**src/rtl/load_store_unit.sv**
```systemverilog
// load_store_unit: RV32I data-memory initiator with byte lanes and load extension.
// Define MISALIGNED_SPLIT_EN to split misaligned accesses into two word transactions.
module load_store_unit #(
  parameter int ADDR_W = 32
) (
  input  logic              clk,
  input  logic              rst_n,
  input  logic              req_valid,
  output logic              req_ready,
  input  logic              req_we,
  input  logic [2:0]        req_ctrl,
  input  logic [ADDR_W-1:0] req_addr,
  input  logic [31:0]       req_wdata,
  output logic              rsp_valid,
  output logic [31:0]       rsp_rdata,
  output logic              rsp_err,
  output logic              mem_valid,
  input  logic              mem_ready,
  output logic              mem_we,
  output logic [ADDR_W-1:0] mem_addr,
  output logic [3:0]        mem_be,
  output logic [31:0]       mem_wdata,
  input  logic              mem_rvalid,
  input  logic [31:0]       mem_rdata
);

`ifdef MISALIGNED_SPLIT_EN
  typedef enum logic [2:0] {
    IDLE   = 3'd0,
    ISSUE0 = 3'd1,
    WAIT0  = 3'd2,
    ISSUE1 = 3'd3,
    WAIT1  = 3'd4,
    RESP   = 3'd5
  } state_t;
`else
  typedef enum logic [2:0] {
    IDLE   = 3'd0,
    ISSUE0 = 3'd1,
    WAIT0  = 3'd2,
    RESP   = 3'd5
  } state_t;
`endif

  state_t     state;
  logic [2:0] ctrl_q;
  logic [1:0] off_q;
`ifdef MISALIGNED_SPLIT_EN
  logic [ADDR_W-3:0] word_q;
  logic [31:0]       wdata_q;
  logic [31:0]       r0_q;
  logic              mis_q;
`endif

  function automatic logic [3:0] size_mask(input logic [2:0] c);
    logic [3:0] m;
    unique case (1'b1)
      c == 3'b010:                m = 4'hF;
      c == 3'b001 || c == 3'b011: m = 4'h3;
      default:                    m = 4'h1;
    endcase
    return m;
  endfunction

  function automatic logic [3:0] lane_be(
    input logic [2:0] c,
    input logic [1:0] off,
    input logic       hi
  );
    logic [7:0] m;
    m = {4'b0, size_mask(c)} << off;
    return hi ? m[7:4] : m[3:0];
  endfunction

  function automatic logic [31:0] lane_data(
    input logic [31:0] w,
    input logic [1:0]  off,
    input logic        hi
  );
    logic [63:0] d;
    d = {32'b0, w} << {off, 3'b000};
    return hi ? d[63:32] : d[31:0];
  endfunction

  function automatic logic [31:0] load_ext(
    input logic [2:0]  c,
    input logic [1:0]  off,
    input logic [31:0] hi,
    input logic [31:0] lo
  );
    logic [31:0] v;
    logic [31:0] r;
    v = 32'({hi, lo} >> {off, 3'b000});
    unique case (1'b1)
      c == 3'b000: r = {{24{v[7]}}, v[7:0]};
      c == 3'b001: r = {{16{v[15]}}, v[15:0]};
      c == 3'b011: r = {16'b0, v[15:0]};
      c == 3'b100: r = {24'b0, v[7:0]};
      default:     r = v;
    endcase
    return r;
  endfunction

  logic req_mis;
  logic req_bad;

  assign req_mis = |lane_be(req_ctrl, req_addr[1:0], 1'b1);

  // unsigned-only sizes have no store form
`ifdef MISALIGNED_SPLIT_EN
  assign req_bad = req_ctrl > 3'b100 ||
                   (req_we && (req_ctrl == 3'b011 || req_ctrl == 3'b100));
`else
  assign req_bad = req_ctrl > 3'b100 || req_mis ||
                   (req_we && (req_ctrl == 3'b011 || req_ctrl == 3'b100));
`endif

  assign req_ready = rst_n && state == IDLE;

  always_ff @(posedge clk) begin
    if (!rst_n) begin
      state     <= IDLE;
      ctrl_q    <= '0;
      off_q     <= '0;
      rsp_valid <= 1'b0;
      rsp_rdata <= '0;
      rsp_err   <= 1'b0;
      mem_valid <= 1'b0;
      mem_we    <= 1'b0;
      mem_addr  <= '0;
      mem_be    <= '0;
      mem_wdata <= '0;
`ifdef MISALIGNED_SPLIT_EN
      word_q    <= '0;
      wdata_q   <= '0;
      r0_q      <= '0;
      mis_q     <= 1'b0;
`endif
    end else begin
      case (state)
        IDLE: if (req_valid) begin
          ctrl_q <= req_ctrl;
          off_q  <= req_addr[1:0];
`ifdef MISALIGNED_SPLIT_EN
          word_q  <= req_addr[ADDR_W-1:2];
          wdata_q <= req_wdata;
          mis_q   <= req_mis;
`endif
          if (req_bad) begin
            state     <= RESP;
            rsp_valid <= 1'b1;
            rsp_err   <= 1'b1;
            rsp_rdata <= '0;
          end else begin
            state     <= ISSUE0;
            mem_valid <= 1'b1;
            mem_we    <= req_we;
            mem_addr  <= {req_addr[ADDR_W-1:2], 2'b00};
            mem_be    <= lane_be(req_ctrl, req_addr[1:0], 1'b0);
            mem_wdata <= lane_data(req_wdata, req_addr[1:0], 1'b0);
          end
        end
        ISSUE0: if (mem_ready) begin
          mem_valid <= 1'b0;
          if (!mem_we) begin
            state <= WAIT0;
`ifdef MISALIGNED_SPLIT_EN
          end else if (mis_q) begin
            state     <= ISSUE1;
            mem_valid <= 1'b1;
            mem_addr  <= {word_q + (ADDR_W-2)'(1), 2'b00};
            mem_be    <= lane_be(ctrl_q, off_q, 1'b1);
            mem_wdata <= lane_data(wdata_q, off_q, 1'b1);
`endif
          end else begin
            state     <= RESP;
            rsp_valid <= 1'b1;
            rsp_rdata <= '0;
          end
        end
        WAIT0: if (mem_rvalid) begin
`ifdef MISALIGNED_SPLIT_EN
          if (mis_q) begin
            r0_q      <= mem_rdata;
            state     <= ISSUE1;
            mem_valid <= 1'b1;
            mem_addr  <= {word_q + (ADDR_W-2)'(1), 2'b00};
            mem_be    <= lane_be(ctrl_q, off_q, 1'b1);
            mem_wdata <= lane_data(wdata_q, off_q, 1'b1);
          end else
`endif
          begin
            state     <= RESP;
            rsp_valid <= 1'b1;
            rsp_rdata <= load_ext(ctrl_q, off_q, '0, mem_rdata);
          end
        end
`ifdef MISALIGNED_SPLIT_EN
        ISSUE1: if (mem_ready) begin
          mem_valid <= 1'b0;
          if (!mem_we) begin
            state <= WAIT1;
          end else begin
            state     <= RESP;
            rsp_valid <= 1'b1;
            rsp_rdata <= '0;
          end
        end
        WAIT1: if (mem_rvalid) begin
          state     <= RESP;
          rsp_valid <= 1'b1;
          rsp_rdata <= load_ext(ctrl_q, off_q, mem_rdata, r0_q);
        end
`endif
        RESP: begin
          state     <= IDLE;
          rsp_valid <= 1'b0;
          rsp_err   <= 1'b0;
        end
        default: state <= IDLE;
      endcase
    end
  end

endmodule

```
**config.mk**
```make
export PLATFORM = sky130hd
export DESIGN_NAME = load_store_unit
export DESIGN_NICKNAME = d
export VERILOG_FILES = /design/src/rtl/load_store_unit.sv
export SDC_FILE = /design/constraint.sdc
export NUM_CORES = 1
export LEC_CHECK = 0
export ABC_CLOCK_PERIOD_IN_PS = 2730
export BUFFER_PORTS_ARGS = -buffer_cell sky130_fd_sc_hd__buf_2
export CORE_UTILIZATION = 40
export DETAILED_ROUTE_END_ITERATION = 8
export PLACE_DENSITY = 0.68
export SKIP_LAST_GASP = 1
export SLEW_MARGIN = 5
export SYNTH_ARGS = -nofsm -noshare
export SYNTH_HDL_FRONTEND = slang
export SYNTH_SLANG_ARGS = --single-unit
```
**constraint.sdc**
```tcl
create_clock -name clk -period 2.73 [get_ports clk]
set_clock_uncertainty 0.15 [all_clocks]
set_input_delay 0.546 -clock clk [delete_from_list [all_inputs] [get_ports clk]]
set_output_delay 0.546 -clock clk [all_outputs]
set_load 0.005 [all_outputs]
```
==> qor.yml <==
via_per_inst: 5.36
start_util_pct: 41.8
min-delay-path-class: "input pin to flip-flop"
async_reset_ff_share_pct: 0
syn_avg_cell_area_um2: 9.11
vdd_ir_drop_max_mv: 0.284
fin_cells: 949
worstPathRequired_ps: 2030
ff2ff_setup_slack_ps: 680
drv_cap: 0
ctsResizeCount: 0
power_leakage_nw: 2.97
r2r_start: "off_q[0]"
cts_tree: "done"
drt-initial-drc-count: 425
setup.worst_path.start_class: "flip-flop"
fmax_mhz: 428
dp_cells: 933
syn_inst: 590
preCtsSetupSlack_ps: 526
drc: 0
seq_area_frac_synth_pct: 40.9
multi_input_area_mm2: 0.00288
finalCritPeriodShare_pct: 85.5
coreArea_mm2: 0.0129
yosysWarnings: 0
overflow: 0
ys_top_cells_by_count: "121 x nand2_1, 110 x dfxtp_1, 72 x mux2i_1"
cts_buffers: 9
synth_edf_count: 0
reg2regPathDepth: 4
synth_ff_type: "dfxtp_1"
setup_ws_ps: 396
die-area_mm2: 0.0139
setup_viol: 0
ys_ff_latch: 110
maxSlewViolCount: 0
clk_pin_slew_ps: 70
hold_viol: 0
crit_family: "simple AND/OR/NAND/NOR gates"
area_delta_synth_final_pct: 26.3
port_buffers: 207
ioPinCount: 210
n_antenna_cell: 0
fin_nets: 877
syn_area_mm2: 0.00538
fill_cells: 1195
slew_headroom_pct: 57.9
drive_above_1_share_pct: 34.4
vias: 5091
cp.depth: 3
ant_nets: 0
antenna_found_initial: 0
r2r_end: "rsp_rdata[31]"
grt_pass1_vias: 4794
crit_path_max_incr_delay_ps: 560
post_drt_wl_per_cell_um: 15.8
yosysTopAreaCell: "dfxtp_1"
cp-endpoint: "req_ready"
insertion_delay_ps: 350
die_y_um: 118
arrival_ps: 1640
firstDrtPassIters: 5
worst_path_max_delay_cell: "or3b_2"
place_hpwl_um: 11000
outcome: "complete, no violations"
endpoint_kind: "primary output"
root_buffer: "clkbuf_16"
htreeDepth: 3
tightest_slew_ps: 615
die_x_um: 118
cts_buffer_depth: 2
power_density_mw_per_mm2: 562
crit_fanout: 13
post_cts_buffers: 0
grt_use_total_pct: 21.5
grt_pass1_wl_um: 24200
critPathBufInv: 1
wl_um: 15000
fin_tns_setup_ps: 0
rsz0062_at_grt: "false"
setup.worst_path.start: "state[0]"
globalplace.congestion: 0.855
grt_max_degree: 122
seq_area_mm2: 0.00220
yosysUniqueCellTypes: 50
period_minus_slack_ps: 2330
synthTopCellsByArea: "dfxtp_1 41%, mux2i_1 13%, nand2_1 8.4%"
cts_hold_buf: 0
rows: 41
crit_chain: "or3b_2, nor2_1, buf_2"
crit_type: "flip-flop to primary output"
cts.sinks: 110
yosysMostFrequentCell: "nand2_1"
synth_top_area_share_pct: 40.9
-- cell usage in the layout (no fill, tap or decap), drive strengths merged, types with 3 or more instances in the layout --
cell type and count:
o2bb2ai 17, nand2 121, mux2 9, o2111ai 3, buf 223, mux4 8, a211o 7, a32o 15
inv 8, o22ai 3, nor2 17, a22o 7, mux2i 72, clkinv 3, o21ai 48, a21oi 18
nor2b 14, nand4 27, nand2b 4, dfxtp 110, clkbuf 10
-- registers in the layout, summed over array words and instances, names as in the netlist --
signal,cells
mem_valid,1
ctrl_q,3
rsp_rdata,32
rsp_err,1
mem_addr,30
off_q,2
state,3
mem_be,4
mem_we,1
rsp_valid,1
mem_wdata,32
-- through the flow --
step | power [mW] | hold WS, ps | utilization, % | area (um2)
finish | 3.82 | 284 | 52.8 | 6790
global placement | 2.55 | 290 | 50.5 | 6500
detailed placement | 2.57 | 294 | 50.5 | 6500
floorplan | 2.29 | 301 | - | 5380
CTS | 3.86 | 270 | 52.8 | 6790
global route | 4.00 | 275 | 52.8 | 6790
-- kinds of logic after synthesis --
kind of cell	after synthesis	share of synthesized area, %
muxes	89	18.6
buffers and inverters	59	5.82
AOI/OAI and AO/OA	137	17.8
DFF	110	40.9
and+or+nand+nor	194	16.7
other	1	0.0697
-- cell type report --
class | count | share of cell area [%]
Sequential cell | 110 | 32.4
Inverter | 6 | 0.331
Timing Repair Buffer | 223 | 17.4
Tap cell | 172 | 3.17
Clock buffer | 10 | 3.52
Clock inverter | 6 | 0.755
Multi-Input combinational cell | 422 | 42.4
-- per-layer routing --
| layer | global-route usage [%] | up-vias | routed length [um] |
|---|---|---|---|
| met5 | 0 | - | 0 |
| met4 | 10.3 | 0 | 400 |
| met3 | 5.09 | 32 | 1080 |
| met2 | 33.4 | 217 | 6880 |
| met1 | 27.8 | 2339 | 6630 |
| li1 | - | 2503 | - |
-- worst min path at each step --
stage	depth (start not counted)	startpoint	to
finish	3	req_addr[8]	mem_addr[8]
global route	3	req_addr[26]	mem_addr[26]
CTS	3	req_addr[26]	mem_addr[26]
detailed placement	2	mem_addr[17]	mem_addr[17]
global placement	2	mem_addr[20]	mem_addr[20]
floorplan	2	mem_addr[10]	mem_addr[10]
-- report_power, final --
group          total (mW)  switching, mW  leakage [nW]  internal (mW)
Clock                1.28          0.620         0.140          0.658
Combinational       0.784          0.438          1.94          0.346
Sequential           1.76         0.0697         0.891           1.69
Total                3.82           1.13          2.97           2.69
-- worst reg2reg max path: stages (launching register included) --
cell and delay, ps:
dfxtp_1 500, mux2i_1 140, o311ai_0 550, nand3_1 390, o2bb2ai_1 250
Note: power is estimated with default switching activity, not from simulation.
